### src/rtl/reg_write_arbiter.sv
// Arbitrates NREQ requesters onto the load port of a single register. The arbiter is round-robin,
// with an optional bounded lock. Define REG_ARB_FIXED_PRIO_EN to switch to fixed priority (lowest index wins).
module reg_write_arbiter #(
    parameter int NREQ     = 4,
    parameter int DW       = 32,
    parameter int MAX_LOCK = 8
) (
    input  logic                    clk,
    input  logic                    rst,
    input  logic [NREQ-1:0]         req,
    input  logic [NREQ-1:0]         lock,
    input  logic [NREQ*DW-1:0]      wdata,
    output logic                    load,
    output logic [DW-1:0]           load_data,
    output logic [NREQ-1:0]         gnt,
    output logic [NREQ-1:0]         ack,
    output logic [$clog2(NREQ)-1:0] owner_id
);

    localparam int PW = $clog2(NREQ);
    localparam int CW = $clog2(MAX_LOCK + 1);
    localparam logic [NREQ-1:0] ONE = {{(NREQ-1){1'b0}}, 1'b1};

    typedef enum logic {
        ARB,
        LOCKED
    } state_t;

    state_t          state;
    logic [CW-1:0]   lock_cnt;
    logic [NREQ-1:0] elig;
    logic [PW-1:0]   ptr;
    logic [PW-1:0]   winner;

`ifdef REG_ARB_FIXED_PRIO_EN
    assign ptr = '0;
`else
    logic [PW-1:0] rr_ptr;
    logic [PW-1:0] winner_next;

    assign ptr         = rr_ptr;
    assign winner_next = (winner == PW'(NREQ - 1)) ? '0 : winner + 1'b1;
`endif

    function automatic logic [PW-1:0] wrap_idx(input logic [PW-1:0] base, input int offs);
        int s;
        s = (int'(base) + offs) % NREQ;
        return PW'(s);
    endfunction

    // Registered ack masks the requester just served, preventing a double grant.
    assign elig = req & ~ack;

    // Scan downward so the smallest offset from ptr is the last assignment, and therefore wins.
    always_comb begin
        winner = '0;
        for (int i = NREQ - 1; i >= 0; i--) begin
            if (elig[wrap_idx(ptr, i)]) begin
                winner = wrap_idx(ptr, i);
            end
        end
    end

    always_ff @(posedge clk) begin
        if (rst) begin
            state     <= ARB;
            lock_cnt  <= '0;
            load      <= 1'b0;
            load_data <= '0;
            gnt       <= '0;
            ack       <= '0;
            owner_id  <= '0;
`ifndef REG_ARB_FIXED_PRIO_EN
            rr_ptr    <= '0;
`endif
        end else begin
            load <= 1'b0;
            gnt  <= '0;
            ack  <= '0;
            case (state)
                ARB: begin
                    if (|elig) begin
                        load      <= 1'b1;
                        load_data <= wdata[int'(winner)*DW +: DW];
                        gnt       <= ONE << winner;
                        ack       <= ONE << winner;
                        owner_id  <= winner;
`ifndef REG_ARB_FIXED_PRIO_EN
                        rr_ptr    <= winner_next;
`endif
                        // lock_cnt counts writes already done in the burst; MAX_LOCK=1 never locks.
                        if (lock[winner] && (MAX_LOCK > 1)) begin
                            state    <= LOCKED;
                            lock_cnt <= CW'(1);
                        end
                    end
                end
                LOCKED: begin
                    if (req[owner_id]) begin
                        load      <= 1'b1;
                        load_data <= wdata[int'(owner_id)*DW +: DW];
                        gnt       <= ONE << owner_id;
                        ack       <= ONE << owner_id;
                        if (lock[owner_id] && (lock_cnt < CW'(MAX_LOCK - 1))) begin
                            lock_cnt <= lock_cnt + 1'b1;
                        end else begin
                            state    <= ARB;
                            lock_cnt <= '0;
                        end
                    end else begin
                        state    <= ARB;
                        lock_cnt <= '0;
                    end
                end
                default: begin
                    state    <= ARB;
                    lock_cnt <= '0;
                end
            endcase
        end
    end

endmodule

### config.mk
export PLATFORM = sky130hd
export DESIGN_NAME = reg_write_arbiter
export DESIGN_NICKNAME = d
export VERILOG_FILES = /design/src/rtl/reg_write_arbiter.sv
export SDC_FILE = /design/constraint.sdc
export NUM_CORES = 1
export LEC_CHECK = 0
export CORE_UTILIZATION = 37
export CTS_CLUSTER_SIZE = 20
export DETAILED_ROUTE_END_ITERATION = 7
export PLACE_DENSITY = 0.84
export REMOVE_ABC_BUFFERS = 1
export SKIP_CTS_REPAIR_TIMING = 1
export SLEW_MARGIN = 40
export SYNTH_ARGS = -nofsm -noshare
export SYNTH_HDL_FRONTEND = slang
export SYNTH_SLANG_ARGS = --single-unit
### constraint.sdc
create_clock -name clk -period 2 [get_ports clk]
set_input_delay 0.2 -clock clk [delete_from_list [all_inputs] [get_ports clk]]
set_output_delay 0.2 -clock clk [all_outputs]
set_load 0.01 [all_outputs]
==> results of run 1 <==
## worst max-delay path by stage
stage	to	slack, ps	cells past startpoint
after floorplan	load_data[0]$_SDFFE_PP0P_	-1970	7
after global placement	load_data[23]$_SDFFE_PP0P_	-220	9
after detailed placement	load_data[13]$_SDFFE_PP0P_	-270	9
final	load_data[9]$_SDFFE_PP0P_	40	10
after CTS	load_data[1]$_SDFFE_PP0P_	30	8
after global routing	load_data[9]$_SDFFE_PP0P_	-50	10
## registers in the layout, summed over array words and instances (netlist names)
signal     count
load_data     32
ack            4
lock_cnt       4
owner_id       2
ptr            2
load           1
state          1
## power by group
| group | switching, W | internal [W] | total (W) |
|---|---|---|---|
| clock | 0.000330 | 0.000533 | 0.000863 |
| combinational | 0.00177 | 0.00224 | 0.00401 |
| sequential | 0.000213 | 0.00124 | 0.00146 |
| total | 0.00232 | 0.00401 | 0.00633 |
## metal layers
layer	share of wire	track usage
met5	0	0
met4	0.023	0.0733
met3	0.068	0.0448
met2	0.51	0.422
met1	0.40	0.285
## Yosys cell counts, types with 4 or more instances
| cell type | count | share of area |
|---|---|---|
| o221ai_1 | 32 | 0.10 |
| nand2_1 | 43 | 0.058 |
| mux2i_1 | 66 | 0.24 |
| dfxtp_1 | 46 | 0.33 |
| nor2_1 | 13 | 0.018 |
| ha_1 | 5 | 0.023 |
| nand2b_1 | 4 | 0.0090 |
| clkbuf_1 | 8 | 0.011 |
| inv_1 | 6 | 0.0081 |
| buf_6 | 11 | 0.045 |
| buf_4 | 5 | 0.014 |
| a21oi_1 | 8 | 0.014 |
## metrics by stage
stage | TNS [ps] | utilization
5_1_grt | -76.3 | 0.698
2_1_floorplan | -63170 | -
3_3_place_gp | -6200 | 0.662
6_report | 0 | 0.698
4_1_cts | 0 | 0.682
3_5_place_dp | -8000 | 0.662
## cells by family (layout without fill, tap and decap cells)
kind of cell               count (synthesis)  count (layout)
AOI/OAI and AO/OA                         64              64
adders and majority gates                  5               5
buffers and inverters                     31             228
DFF                                       46              46
muxes                                     68              68
and+or+nand+nor                           76              76
## cell type report
class / instances / area share
clock buffers: 6 / 0.0163
clock inverters: 2 / 0.0119
inverters: 7 / 0.00569
multi-input cells: 213 / 0.332
flip-flops and latches: 46 / 0.182
well taps: 99 / 0.0245
repair buffers: 213 / 0.428
## tightest hold or removal path, cell delays in order
cell,delay [ps]
dlymetal6s2s_1,140
buf_4,140
a32oi_1,90
nor2_1,80
==> impl_metrics.json, run 1 <==
{
  "p_leak_nw": 1.99,
  "antennaDiodeCount": 0,
  "coreArea_um2": 7250,
  "overflow": 0,
  "outcome": "finished, final reports clean",
  "drtIter0Drc": 71,
  "rrSetupSlack_ps": 60,
  "crit_start": "req[2]",
  "synthXorXnorAreaFrac": 0,
  "maxSlewViolCount": 0,
  "instances_no_fill": 586,
  "multi_input_area_um2": 1680,
  "cts_buffer_depth": 2,
  "avgSynthCellArea_um2": 9.58,
  "clk_pin_slew_worst_paths_ps": 90,
  "drt-vias-per-instance": 5.26,
  "start_util": 0.383,
  "yosysSeqAreaShare": 0.331,
  "period_share": 0.982,
  "num_vias": 3082,
  "critPathBufInv": 4,
  "relSlewSlack": 0.824,
  "synth_fa_ha_area_frac": 0.0225,
  "synthArstFlopShare": 0,
  "area_growth_pct": 82.1,
  "worstHoldEndpoint": "ack[3]$_SDFF_PP0_",
  "grt_max_degree": 35,
  "grt_pass1_wl_mm": 14.2,
  "dr.pass1.iters": 4,
  "finalWorstSetupSlack_ps": 35.3,
  "drcViolationCount": 0,
  "ioPinCount": 181,
  "synthSimpleGateAreaFrac": 0.126,
  "r2r_start": "ack[2]$_SDFF_PP0_",
  "totalPowerFinal_w": 0.00633,
  "worstSetupStartpointType": "primary input",
  "synth_area_um2": 2780,
  "antenna_left": 0,
  "cts_sinks": 46,
  "critPathRequiredTime_ps": 2170,
  "ys_warn_count": 0,
  "dieHeight_um": 88.7,
  "ys_types": 42,
  "finalCriticalPeriod_ps": 1960,
  "drive_above_1_share": 0.127,
  "cp.arrival_ps": 2140,
  "synth_compound_area_frac": 0.191,
  "synthMuxAreaShare": 0.250,
  "cts_htree_levels": 2,
  "numCtsBuffers": 5,
  "cap_violations": 0,
  "finClkSkew_ps": 17.0,
  "layout_commonest_cell": "clkdlybuf4s50_1",
  "crit_path_max_incr_delay_ps": 460,
  "crit_type": "in -> reg",
  "design_area_um2": 5060,
  "antenna_found_initial": 0,
  "ir_worst_vdd_mv": 0.685,
  "worstHoldPathType": "in -> reg",
  "io_buffers": 180,
  "first_global_vias": 2927,
  "die_area_um2": 7860,
  "fillers": 555,
  "reg2regPathDepth": 9,
  "whs_ps": 392,
  "post-dp-hpwl_mm": 7.66,
  "track_usage": 0.236,
  "cts_tree": "built",
  "place_area_um2": 4800,
  "dp_cells": 575,
  "ys_dominant_reg_cell": "dfxtp_1",
  "final_cell_mix": "179 x clkdlybuf4s50_1, 64 x mux2i_1, 44 x dfxtp_1, 43 x nand2_1, 32 x o221ai_1",
  "nets": 629,
  "tightest_slew_ps": 256,
  "register_area_um2": 923,
  "p_per_area_nw_per_um2": 1250,
  "end_kind": "flop",
  "hp-start": "req[3]",
  "die_w_um": 88.7,
  "hold_depth": 4,
  "synth_cells": 290,
  "ys_ff_latch": 46,
  "routedWlPerCell_um": 17.2,
  "gp_congestion": 0.898,
  "path_cells": "clkdlybuf4s50_1, nor3b_1, o22ai_2, o21a_4, inv_4, o21ai_4, buf_12, buf_16, mux2i_1, o221ai_1",
  "synth_top_family_by_area": "multiplexers",
  "rr_endpoint": "load_data[9]$_SDFFE_PP0P_",
  "cp_max_fo": 15,
  "wl_mm": 10.1,
  "clk_latency_ps": 300,
  "cp_top_family": "buffers and inverters",
  "fp-row-count": 31,
  "setup_viol": 0,
  "cts_root_buf": "clkbuf_8",
  "slowest_stage": "clkdlybuf4s50_1",
  "pre_cts_slack_ps": -265,
  "synth_edf_count": 0,
  "clock.fmax_mhz": 509,
  "finalHoldViolations": 0
}
(Power assumes the default switching activity.)
==> run 2, diff against run 1 <==
Settings changed: CTS_CLUSTER_SIZE 20 to 8, PLACE_DENSITY 0.84 to 0.86.
==> run 2 against run 1 <==
Effect of this change: sequential cell count is the same; register-to-register slack about the same; first-iteration DRC count rose by 25%; setup slack better by 14 ps; critical path depth down 2; highest routed layer unchanged; global-route usage is 0.63 points higher; combinational power is 8.2% higher; die area did not move; final area grew 1.9%; clock skew shrank 6.8 ps.
==> impl_metrics.json, run 2 (synthesis gave the netlist of run 1 again) <==
{
  "final_cell_mix": "177 x clkdlybuf4s50_1, 59 x mux2i_1, 43 x nand2_1, 42 x dfxtp_1, 31 x buf_4",
  "finalWorstSetupSlack_ps": 49.5,
  "fp-row-count": 31,
  "grt_pass1_wl_mm": 14.6,
  "place_area_um2": 4850,
  "top_register": "load_data",
  "tightest_slew_ps": 406,
  "numCtsBuffers": 5,
  "finClkSkew_ps": 10.2,
  "cts_htree_levels": 2,
  "drtIter0Drc": 89,
  "cp_max_fo": 24,
  "io_buffers": 180,
  "gp_congestion": 0.896,
  "cts_tree": "built",
  "cts_sinks": 46,
  "rsz0062_at_grt": "yes",
  "period_share": 0.975,
  "first_global_vias": 3068,
  "antenna_left": 0,
  "overflow": 0,
  "antenna_found_initial": 0,
  "routedWlPerCell_um": 17.8,
  "p_per_area_nw_per_um2": 1240,
  "crit_end": "load_data[6]$_SDFFE_PP0P_",
  "ioPinCount": 181,
  "die_w_um": 88.7,
  "coreArea_um2": 7250,
  "drive_above_1_share": 0.168,
  "drcViolationCount": 0,
  "num_vias": 3123,
  "setup_viol": 0,
  "pre_cts_slack_ps": -338,
  "track_usage": 0.242,
  "finalHoldViolations": 0,
  "dr.pass1.iters": 4,
  "maxSlewViolCount": 0,
  "p_leak_nw": 2.03,
  "wl_mm": 10.6,
  "critPathRequiredTime_ps": 2170,
  "die_area_um2": 7860,
  "grt_max_degree": 33,
  "start_util": 0.383,
  "outcome": "finished, final reports clean",
  "worstHoldPathType": "in -> reg",
  "rrSetupSlack_ps": 50,
  "path_cells": "and3b_1, o22ai_4, o21a_4, inv_4, o21ai_4, buf_12, mux2i_1, o221ai_1",
  "finalCriticalPeriod_ps": 1950,
  "r2r_start": "ptr[1]$_SDFFE_PP0P_",
  "clk_latency_ps": 300,
  "clock.fmax_mhz": 513,
  "nets": 637,
  "design_area_um2": 5160,
  "worstSetupStartpointType": "flop",
  "cp.arrival_ps": 2120,
  "register_area_um2": 926,
  "cts_root_buf": "clkbuf_8",
  "ir_worst_vdd_mv": 0.684,
  "crit_path_max_incr_delay_ps": 360,
  "area_growth_pct": 85.6,
  "antennaDiodeCount": 0,
  "crit_type": "reg -> reg",
  "cts_buffer_depth": 2,
  "largestRegisters": "load_data x32, ack x4, lock_cnt x4",
  "relSlewSlack": 0.727,
  "crit_start": "ptr[1]$_SDFFE_PP0P_",
  "dieHeight_um": 88.7,
  "cap_violations": 0,
  "fillers": 547,
  "clk_pin_slew_worst_paths_ps": 90,
  "post-dp-hpwl_mm": 7.90,
  "reg2regPathDepth": 8,
  "largest_reg_flops": 32,
  "multi_input_area_um2": 1740,
  "layout_commonest_cell": "clkdlybuf4s50_1",
  "drt-vias-per-instance": 5.26,
  "slowest_stage": "dfxtp_2",
  "rr_endpoint": "load_data[6]$_SDFFE_PP0P_",
  "end_kind": "flop"
}
==> run 2: cell types whose count changed in the layout (fill, tap and decap cells not counted), sizes merged <==
cell,delta
clkdlybuf4s50,-2
clkinvlp,+1
bufinv,-2
buf,+8
clkinv,+1
dlymetal6s2s,+2
==> run 2: worst min path at each step <==
stage,startpoint,endpoint,slack [ps],cells after the start
final,req[3],ack[3]$_SDFF_PP0_,410,4
after detailed placement,load_data[28]$_SDFFE_PP0P_,load_data[28]$_SDFFE_PP0P_,450,2
after global placement,load_data[21]$_SDFFE_PP0P_,load_data[21]$_SDFFE_PP0P_,440,2
after global routing,req[3],ack[3]$_SDFF_PP0_,440,4
after floorplan,rst,ack[2]$_SDFF_PP0_,270,1
after CTS,load_data[28]$_SDFFE_PP0P_,load_data[28]$_SDFFE_PP0P_,470,2
==> run 2: power by group <==
| part | switching (W) | internal (W) |
|---|---|---|
| Clock | 0.000332 | 0.000278 |
| Sequential | 0.000199 | 0.00125 |
| Combinational | 0.00192 | 0.00242 |
==> run 2: area by class of cell <==
| cell class | instances | area share |
|---|---|---|
| timing repair buffer | 221 | 0.435 |
| multi-input combinational | 213 | 0.337 |
| sequential | 46 | 0.180 |
| tap | 99 | 0.0240 |
| clock buffer | 6 | 0.0160 |
| inverter | 7 | 0.00558 |
| clock inverter | 2 | 0.00243 |
==> run 2: stage by stage <==
step                 util  hold slack (ps)  setup TNS (ps)  instances  power (W)
floorplan               -              269          -63170        266    0.00359
global placement    0.669              443           -7090        580    0.00516
detailed placement  0.669              447          -10420        580    0.00532
CTS                 0.682              473           -54.6        588    0.00594
global route        0.711              442           -57.8        594    0.00677
finish              0.711              408               0        594    0.00639
==> run 2: critical path: cells and delay by family (launching register included) <==
family	cells	cell delay [ps]
AO/OA/AOI/OAI	4	680
flip-flops	1	360
buffers and inverters	2	300
multiplexers	1	270
AND/OR/NAND/NOR	1	210
==> run 2: routing by layer <==
layer | part of all wire | vias to the layer above | track usage
met2 | 0.52 | 133 | 0.445
li1 | - | 1486 | -
met3 | 0.085 | 22 | 0.0560
met5 | 0 | - | 0
met4 | 0.027 | 0 | 0.0938
met1 | 0.37 | 1482 | 0.270
==> run 3, diff against run 2 <==
Settings changed: RECOVER_POWER set to 100, SETUP_SLACK_MARGIN set to 0.05, SLEW_MARGIN 40 to unset.
==> run 3 against run 2 <==
Effect of this change: global-route usage unchanged; critical endpoint is now load_data[26]$_SDFFE_PP0P_; maximum frequency grew 0.60%; sequential power about the same; total power shrank 1.6%; largest power group unchanged; combinational power decreased by 2%; utilization is 0.14 points higher; setup slack improved by 12 ps; clock skew about the same; count of clock-buffer cells in the layout unchanged; critical path depth increased by 1; critical path type unchanged.
==> impl_metrics.json, run 3 (synthesis gave the netlist of run 1 again) <==
{
  "reg2regPathDepth": 9,
  "finalHoldViolations": 0,
  "r2r_start": "ptr[1]$_SDFFE_PP0P_",
  "worstHoldPathType": "in -> reg",
  "outcome": "finished, final reports clean",
  "period_share": 0.969,
  "worstHoldEndpoint": "ack[3]$_SDFF_PP0_",
  "grt_use_met2": 0.445,
  "top_usage_layer": "met2",
  "cp_max_fo": 8,
  "ioPinCount": 181,
  "rr_endpoint": "load_data[26]$_SDFFE_PP0P_",
  "top_register": "load_data",
  "antenna_found_initial": 0,
  "numCtsBuffers": 5,
  "grt_max_degree": 33,
  "hp-start": "req[3]",
  "largestRegisters": "load_data x32, ack x4, lock_cnt x4",
  "setup_viol": 0,
  "area_growth_pct": 86.0,
  "fp-row-count": 31,
  "pre_cts_slack_ps": -338,
  "drt-vias-per-instance": 5.27,
  "final_cell_mix": "136 x clkdlybuf4s50_1, 58 x mux2i_1, 43 x nand2_1, 42 x dfxtp_1, 41 x dlygate4sd3_1",
  "relSlewSlack": 0.727,
  "use_met3": 0.0560,
  "totalPowerFinal_w": 0.00629,
  "worstSetupStartpointType": "flop",
  "critPathRequiredTime_ps": 2190,
  "finClkSkew_ps": 10.2,
  "p_leak_nw": 2.13,
  "place_area_um2": 4850,
  "drive_above_1_share": 0.172,
  "nets": 637,
  "cp.arrival_ps": 2120,
  "end_kind": "flop",
  "first_global_vias": 3068,
  "clk_pin_slew_worst_paths_ps": 90,
  "antennaDiodeCount": 0,
  "largest_reg_flops": 32,
  "overflow": 0,
  "cap_violations": 0,
  "start_util": 0.383,
  "cts_buffer_depth": 2,
  "post-dp-hpwl_mm": 7.90,
  "drtIter0Drc": 97,
  "dr.pass1.iters": 4,
  "routedWlPerCell_um": 17.6,
  "whs_ps": 405,
  "finalCriticalPeriod_ps": 1940,
  "clk_latency_ps": 300,
  "gp_congestion": 0.896,
  "grt_pass1_wl_mm": 14.6,
  "ir_worst_vdd_mv": 0.679,
  "wl_mm": 10.4,
  "hold_depth": 4,
  "crit_type": "reg -> reg",
  "die_area_um2": 7860,
  "cts_sinks": 46,
  "grt.met1_usage": 0.270,
  "rsz0062_at_grt": "yes",
  "antenna_left": 0,
  "maxSlewViolCount": 0,
  "finalWorstSetupSlack_ps": 61.1,
  "coreArea_um2": 7250,
  "clock.fmax_mhz": 516,
  "design_area_um2": 5170,
  "cts_tree": "built",
  "num_vias": 3131,
  "track_usage": 0.242,
  "rrSetupSlack_ps": 60,
  "final_util": 0.712,
  "drcViolationCount": 0,
  "fillers": 550,
  "dieHeight_um": 88.7,
  "p_per_area_nw_per_um2": 1220,
  "io_buffers": 180,
  "cts_htree_levels": 2,
  "die_w_um": 88.7,
  "layout_commonest_cell": "clkdlybuf4s50_1",
  "tightest_slew_ps": 406,
  "cts_root_buf": "clkbuf_8"
}
## run 3: cell types whose count changed in the layout (fill, tap and decap cells not counted)
cell / change
clkdlybuf4s50_1: -41
dlygate4sd3_1: +41
mux2i_1: -1
mux2i_2: +1
o221ai_1: -1
o221ai_2: +1
## run 3: layer usage
layer  wire length [um]  part of all wire
met2               5330              0.51
met1               3910              0.37
met4                300             0.029
met5                  0                 0
met3                902             0.086
## run 3: how the worst max path moves through the flow
stage	from	to	slack (ps)
after global placement	req[0]	load_data[0]$_SDFFE_PP0P_	-230
after CTS	ack[3]$_SDFF_PP0_	load_data[29]$_SDFFE_PP0P_	-20
after detailed placement	req[0]	load_data[29]$_SDFFE_PP0P_	-340
final	ptr[1]$_SDFFE_PP0P_	load_data[26]$_SDFFE_PP0P_	60
after global routing	ack[3]$_SDFF_PP0_	load_data[11]$_SDFFE_PP0P_	-8
after floorplan	ack[0]$_SDFF_PP0_	load_data[0]$_SDFFE_PP0P_	-1970
## run 3: power by group
group          internal [W]  total, W  switching [W]
clock              0.000278  0.000609       0.000330
combinational       0.00233   0.00425        0.00192
sequential          0.00125   0.00143       0.000185
total               0.00385   0.00629        0.00244
## run 3: cell type report
type                            instances  area, um^2  area share
Tap cell                               99         124      0.0240
Clock inverter                          2        12.5     0.00242
Timing Repair Buffer                  221        2250       0.435
Sequential cell                        46         926       0.179
Inverter                                7        28.8     0.00557
Multi-Input combinational cell        213        1750       0.338
Clock buffer                            6        82.6      0.0160
## run 3: worst max-delay path, cell delays in order, from the launching register on
cell	delay, ps
dfxtp_2	360
and3b_1	210
o22ai_4	110
o21a_4	180
inv_4	50
o21ai_4	230
buf_12	160
buf_6	170
mux2i_1	220
o221ai_1	130
## run 3: per-stage QoR
step	TNS (ps)	cells
final	0	594
after global routing	-16.9	594
after CTS	-54.6	588
after detailed placement	-10420	580
after global placement	-7090	580
after floorplan	-63170	266
